File: config.mk
export PLATFORM = sky130hd
export DESIGN_NAME = midi_note_tracker
export DESIGN_NICKNAME = d
export VERILOG_FILES = /design/src/rtl/midi_note_tracker.sv
export SDC_FILE = /design/constraint.sdc
export NUM_CORES = 1
export LEC_CHECK = 0
export CAP_MARGIN = 20
export CORE_MARGIN = 4
export CORE_UTILIZATION = 40
export DETAILED_ROUTE_END_ITERATION = 10
export PLACE_DENSITY = 0.65
export REMOVE_ABC_BUFFERS = 1
export SYNTH_ARGS = -nofsm -noshare
export SYNTH_HDL_FRONTEND = slang
export SYNTH_SLANG_ARGS = --single-unit
File: constraint.sdc
create_clock -name clk_camera_in -period 4.2 [get_ports clk_camera_in]
set_clock_uncertainty 0.15 [all_clocks]
set_input_delay 0.84 -clock clk_camera_in [delete_from_list [all_inputs] [get_ports clk_camera_in]]
set_output_delay 0.84 -clock clk_camera_in [all_outputs]
set_load 0.05 [all_outputs]
File: src/rtl/midi_note_tracker.sv
// midi_note_tracker: MIDI byte-stream parser keeping a 5-slot table of held notes
module midi_note_tracker #(
  parameter int CHANNEL = 0,
  parameter int OMNI    = 0
) (
  input  logic             clk_camera_in,
  input  logic             rst_n_in,
  input  logic [7:0]       midi_byte_in,
  input  logic             midi_valid_in,
  output logic [4:0][15:0] received_note,
  output logic [4:0]       note_on_out,
  output logic             valid_note_out,
  output logic             dropped_out
);
  typedef enum logic [1:0] {IDLE, WAIT_D1, WAIT_D2} state_t;
  state_t           state_q, state_d;
  logic [3:0]       type_q, type_d;
  logic             match_q, match_d;
  logic [7:0]       key_q, key_d;
  logic [4:0][15:0] rn_q, rn_d;
  logic [4:0]       on_q, on_d;
  logic             valid_q, valid_d, drop_q, drop_d;
  logic             rt, status, exec, is_on, is_off, is_ano;
  logic [4:0]       hit, free_sel;
  assign rt     = midi_byte_in[7:3] == 5'b11111;
  assign status = midi_byte_in[7];
  assign exec   = midi_valid_in && !status && state_q == WAIT_D2 && match_q;
  assign is_on  = type_q == 4'h9 && midi_byte_in != 8'h00;
  assign is_off = type_q == 4'h8 || (type_q == 4'h9 && midi_byte_in == 8'h00);
  assign is_ano = type_q == 4'hB && key_q == 8'h7B;
  always_comb begin
    state_d = state_q;
    type_d  = type_q;
    match_d = match_q;
    key_d   = key_q;
    if (midi_valid_in && !rt) begin
      if (midi_byte_in[7:4] == 4'hF) begin
        state_d = IDLE;
        type_d  = 4'h0;
        match_d = 1'b0;
      end else if (status) begin
        state_d = WAIT_D1;
        type_d  = midi_byte_in[7:4];
        match_d = (OMNI != 0) || midi_byte_in[3:0] == CHANNEL[3:0];
      end else if (state_q == WAIT_D1) begin
        key_d   = midi_byte_in;
        state_d = (type_q == 4'hC || type_q == 4'hD) ? WAIT_D1 : WAIT_D2;
      end else if (state_q == WAIT_D2) begin
        state_d = WAIT_D1;
      end
    end
  end
  // Ascending scan so the last free slot seen, i.e. the highest index, wins
  always_comb begin
    free_sel = '0;
    for (int i = 0; i < 5; i++) begin
      hit[i] = on_q[i] && rn_q[i][15:8] == key_q;
      if (!on_q[i]) begin
        free_sel    = '0;
        free_sel[i] = 1'b1;
      end
    end
  end
  always_comb begin
    rn_d    = rn_q;
    on_d    = on_q;
    valid_d = 1'b0;
    drop_d  = 1'b0;
    if (exec && is_on) begin
      if (|hit) begin
        for (int i = 0; i < 5; i++)
          if (hit[i]) rn_d[i][7:0] = midi_byte_in;
        valid_d = 1'b1;
      end else if (|free_sel) begin
        for (int i = 0; i < 5; i++)
          if (free_sel[i]) begin
            rn_d[i] = {key_q, midi_byte_in};
            on_d[i] = 1'b1;
          end
        valid_d = 1'b1;
      end else begin
        drop_d = 1'b1;
      end
    end else if (exec && is_off) begin
      for (int i = 0; i < 5; i++)
        if (hit[i]) begin
          rn_d[i] = 16'h0000;
          on_d[i] = 1'b0;
        end
      valid_d = |hit;
    end else if (exec && is_ano) begin
      rn_d    = '0;
      on_d    = '0;
      valid_d = |on_q;
    end
  end
  always_ff @(posedge clk_camera_in or negedge rst_n_in) begin
    if (!rst_n_in) begin
      state_q <= IDLE;
      type_q  <= 4'h0;
      match_q <= 1'b0;
      key_q   <= 8'h00;
      rn_q    <= '0;
      on_q    <= '0;
      valid_q <= 1'b0;
      drop_q  <= 1'b0;
    end else begin
      state_q <= state_d;
      type_q  <= type_d;
      match_q <= match_d;
      key_q   <= key_d;
      rn_q    <= rn_d;
      on_q    <= on_d;
      valid_q <= valid_d;
      drop_q  <= drop_d;
    end
  end
  assign received_note  = rn_q;
  assign note_on_out    = on_q;
  assign valid_note_out = valid_q;
  assign dropped_out    = drop_q;
endmodule

Word level (Yosys, flattened, before mapping):

Index checks and enable logic that the tools add are counted.

* bits in registers: 101
* output and inout bits: 87

* eq/ne operators: 38
* multiplexer cells: 66
* bitwise logic cells: 2
* reductions and logical operators: 41

Operators with widths (number)
* 80-bit two-way mux: 4
* 16-bit two-way mux: 10
* 8-bit two-way mux: 15
* 5-bit AND reduction: 10
* 5-bit two-way mux: 9
* 8-bit by 7-bit == test with 1-bit output: 5
* 3-bit inequality test, second input constant: 10
* 4-bit == test, second input constant: 6
* 1-bit two-way mux: 21
* 1-bit logical AND: 15
* 3-bit by 2-bit inequality test with 1-bit output, second input constant: 5
* 5-bit OR reduction: 3
* 2-bit inequality test, second input constant: 6
* 2-bit two-way mux: 5
* 8-bit logical NOT: 1
* 4-bit two-way mux: 2
* 8-bit nonzero test: 1
* 7-bit == test, second input constant: 1
* 5-bit == test, second input constant: 1
* 4-bit logical NOT: 1
* 2-bit AND reduction: 2
* 4-bit AND reduction: 1
* 4-bit nonzero test: 1
* 3-bit by 1-bit inequality test with 1-bit output, second input constant: 1
* 8 further kinds: 11

Depth between registers and ports, before layout:

* depth in word-level cells: 9
* mapped depth: 10
* mapped depth without buffers: 8

Worst setup path before layout:

No wires, ideal clock.

* path kind: input to register
* from: input port midi_byte_in[1]
* to: register rn_q (netlist bit received_note[32])
* library setup time: 0.125 ns
* arrival: 2.831 ns
* data required time: 3.925 ns
* path slack: 1.094 ns
* stages: 7
* cell sequence: or4_1 -> o21ai_1 -> nor3_1 -> nand2_1 -> nor3_1 -> o31ai_4 -> mux2_2

* longest elaborated chain between the ends: 6

Ends and longest elaborated chain
* start: declaration: RTL line 8 `input logic [7:0] midi_byte_in,`
* 8-bit logical NOT: RTL line 29 `assign is_off = type_q == 4'h8 || (type_q == 4'h9 && midi_byte_in == 8'h00);`
* 1-bit logical AND: RTL line 29
* 1-bit logical OR: RTL line 29
* 1-bit logical AND: RTL line 84 `end else if (exec && is_off) begin`
* 3-bit inequality test (no source line) (tied with other cells)
* 5-bit AND reduction (no source line) or 80-bit two-way mux (tied branches)
* end signal: assignment: RTL line 112 `rn_q <= rn_d;`
* end: declaration: RTL line 20 `logic [4:0][15:0] rn_q, rn_d;`

Several ways; a longest one is shown, not always the timed one.
A chain may end at the register's enable or synchronous reset.

Worst setup path in the final report:

* from: input port midi_byte_in[5]
* to: register rn_q (netlist bit received_note[69])

The elaborated chain is that of the path after synthesis.

==> results.md <==
Outcome
- run status: completed

Synthesis
- fraction of synthesized cell area taken by the top area cell type: 52.8%
- number of flip-flops and latches in the synthesized netlist: 96
- ranking of synthesized cells by area: sky130_fd_sc_hd__dfrtp_1 (53%), sky130_fd_sc_hd__mux2_2 (8.9%), sky130_fd_sc_hd__xnor2_1 (5.6%), sky130_fd_sc_hd__o2bb2ai_1 (5.4%), sky130_fd_sc_hd__nand2_1 (3.1%)
- mean instance size in the synthesized netlist: 11.8 µm²
- Seq/Total Area, Yosys: 52.8%
- count of distinct cell types in the synthesized netlist: 49
- Syn Inst Count: 384
- total of warnings raised by yosys: 0
- fraction of registers with async set/reset: 100%
- number of synthesized flops with an enable pin: 0
- cell taking the most area after synthesis: sky130_fd_sc_hd__dfrtp_1
- Top FF cell, synth: sky130_fd_sc_hd__dfrtp_1
- synthesized area: 4550 µm²

Clock tree
- Clock Tree Root: sky130_fd_sc_hd__clkbuf_16
- TritonCTS clock tree: done
- number of sinks on the clock net: 96
- cts bufs inserted: 9
- deepest level of the CTS H-tree: 3
- worst skew pair latency: 0.34 ns
- Post-CTS Hold Fix Bufs: 0
- buffer depth of the longest clock path: 2
- CTS clk-pin slew, worst paths: 0.07 ns
- post-CTS setup buffers: 0
- Resize count post-CTS: 0

Finish
- number of antenna diodes: 0
- ratio of cells with drive above 1 in the final layout: 15.4%
- layout overhead on the synthesized area: 29.9%
- Sequential cell area: 2400 µm²
- fill cell count: 980
- leading cell types in the layout, fill and taps excluded: sky130_fd_sc_hd__dfrtp_1 (96), sky130_fd_sc_hd__clkdlybuf4s50_1 (91), sky130_fd_sc_hd__nand2_1 (38), sky130_fd_sc_hd__mux2_2 (36), sky130_fd_sc_hd__xnor2_1 (29)
- net count of the finished layout: 496
- multi-input combinational cell area: 1990 µm²
- most frequent standard cell in the layout excluding fill and tap cells: sky130_fd_sc_hd__dfrtp_1

Worst setup path
- list of cells traversed by the critical path: clkdlybuf4s50_1 -> or4_1 -> o21a_1 -> nand2_1 -> o41a_4 -> o31a_1 -> mux2_4
- r2r setup slk: 0.98 ns
- data arrival time of the worst path: 3.57 ns
- CP max stage delay: 0.62 ns
- category of the worst setup path capture point: flop
- data required time of the worst path: 4.29 ns
- launch instance of the worst register-to-register path: key_q[1]
- Critical Setup Path Class: primary input to flop
- critical path's slowest cell: sky130_fd_sc_hd__or4_1
- maximum fanout encountered on the critical timing path: 11
- sort of element at the start of the critical path: primary input
- Critical path origin: midi_byte_in[5]

Route
- DRC Markers: 0
- DRT Wirelength: 12.5 mm
- violation count after the first detailed-routing iteration: 288
- average via count per standard cell: 5.61
- per-cell routed wire length: 20.0 µm
- residual antenna-violating net count after detailed routing: 0
- Via Count: 3,521
- count of TritonRoute iterations in the first routing pass: 5

STA
- final hold violation count: 0
- RSZ-0062 raised after global routing: no
- time the final worst path needs with I/O delays and setup: 3.49 ns
- Worst-Margin Slew: 0.634 ns
- fin. max-slew vios: 0
- maximum operating frequency: 287 MHz
- Final Worst Setup Slack: 0.714 ns
- Setup TNS: 0 ns
- final period utilization: 83.0%
- final number of setup-violating endpoints: 0
- normalized max-slew margin: 57.3%

Hold path
- path class of the lowest-slack min-delay path: primary input to async pin

Global routing
- initial antenna violation count: 0
- remaining global-route overflow: 0
- Total Routing Usage GR: 19.7%
- wire length of the first global-routing pass: 19.8 mm
- largest net degree at the start of global routing: 82
- via count of the first global-routing pass: 3,485

Die
- overall die area: 13,100 µm²
- core area: 11,000 µm²
- initial core utilization: 41.4%
- Site Rows: 38
- number of I/O pins: 98
- Vert. Die Dim: 115 µm
- Die W: 115 µm

Placement
- Final GP Congestion: 0.867
- half-perimeter wire length of the detailed placement result: 8.75 mm
- worst-case setup slack after placement: 0.365 ns
- number of buffers added on ports: 92

Power and ir drop
- LEAKAGE: 2.52 nW
- Peak VDD IR: 0.000217 V
- power density over cell area: 395 nW/µm²

Run
- number of maximum-capacitance constraint violations: 0

[metal layers]
layer / wire length, µm / track usage [%]
met5: 0 / 0
met4: 171 / 5.78
met3: 810 / 3.70
met2: 6120 / 30.1
met1: 5450 / 28.5
[layout make-up]
type | instances | share of cell area, %
clock buffers | 10 | 3.87
clock inverters | 6 | 1.27
inverters | 7 | 0.445
multi-input cells | 267 | 33.6
flip-flops and latches | 96 | 40.7
well taps | 140 | 2.96
repair buffers | 102 | 17.2
[cells by family after synthesis]
family                   synth area share (%)
AO/OA/AOI/OAI                            13.4
other                                  0.0824
multiplexers                             11.2
adder cells (fa/ha/maj)                 0.550
flip-flops                               52.8
XOR/XNOR                                 6.74
AND/OR/NAND/NOR                          11.4
buffers and inverters                    3.82
[power breakdown]
part	total (W)	internal (W)	switching [W]
Combinational	0.000343	0.000188	0.000155
Sequential	0.00115	0.000973	0.000179
Clock	0.000838	0.000470	0.000368
[state kept, by name, indices dropped and copies added, names as in the netlist]
name / flops
state_q: 2
valid_note_out: 1
type_q: 4
dropped_out: 1
received_note: 75
note_on_out: 5
match_q: 1
key_q: 7
[synth_stat cells, types with 2 or more instances]
| cell | instances |
|---|---|
| sky130_fd_sc_hd__and2_1 | 4 |
| sky130_fd_sc_hd__a21oi_1 | 14 |
| sky130_fd_sc_hd__nand2b_1 | 2 |
| sky130_fd_sc_hd__and3_1 | 8 |
| sky130_fd_sc_hd__nand4_1 | 9 |
| sky130_fd_sc_hd__nor4_1 | 3 |
| sky130_fd_sc_hd__nor2_1 | 10 |
| sky130_fd_sc_hd__mux2_4 | 7 |
| sky130_fd_sc_hd__o31ai_1 | 2 |
| sky130_fd_sc_hd__mux2_2 | 36 |
| sky130_fd_sc_hd__buf_6 | 8 |
| sky130_fd_sc_hd__xnor2_1 | 29 |
| sky130_fd_sc_hd__nand2_1 | 38 |
| sky130_fd_sc_hd__inv_1 | 7 |
| sky130_fd_sc_hd__or4_1 | 3 |
| sky130_fd_sc_hd__o31ai_4 | 2 |
| sky130_fd_sc_hd__o2bb2ai_1 | 28 |
| sky130_fd_sc_hd__dfrtp_1 | 96 |
| sky130_fd_sc_hd__nand3b_1 | 3 |
| sky130_fd_sc_hd__nand3_1 | 2 |
| sky130_fd_sc_hd__nand4b_1 | 2 |
| sky130_fd_sc_hd__nor3b_1 | 2 |
| sky130_fd_sc_hd__ha_1 | 2 |
| sky130_fd_sc_hd__clkbuf_1 | 4 |
| sky130_fd_sc_hd__xor2_1 | 6 |
| sky130_fd_sc_hd__nor3_1 | 5 |
| sky130_fd_sc_hd__o21ai_0 | 24 |
| sky130_fd_sc_hd__buf_4 | 5 |
| sky130_fd_sc_hd__o21a_1 | 3 |
[stage by stage]
stage	utilization [%]	hold WS [ns]	area, µm²	std cells	total power [W]
floorplan	-	0.291	4420	370	0.00135
global placement	50.8	0.309	5580	611	0.00150
detailed placement	50.8	0.313	5580	611	0.00151
CTS	53.6	0.333	5880	627	0.00234
global route	53.8	0.175	5910	628	0.00243
finish	53.8	0.177	5910	628	0.00233
[critical path, delay by kind of cell]
| family | cells | cell delay [ns] |
|---|---|---|
| AOI/OAI and AO/OA | 3 | 1.02 |
| muxes | 1 | 0.35 |
| buffers and inverters | 1 | 0.48 |
| and+or+nand+nor | 2 | 0.87 |
[path summary, 6_finish.rpt]
path	to	cells after the start
worst max register to register	received_note[69]	7
worst max-delay path	received_note[69]	7
worst min register to register	received_note[39]	1
worst min-delay path	received_note[30]	1
min in group clk_camera_in	received_note[39]	1
max in group asynchronous	key_q[0]	3
(Power assumes the default switching activity.)
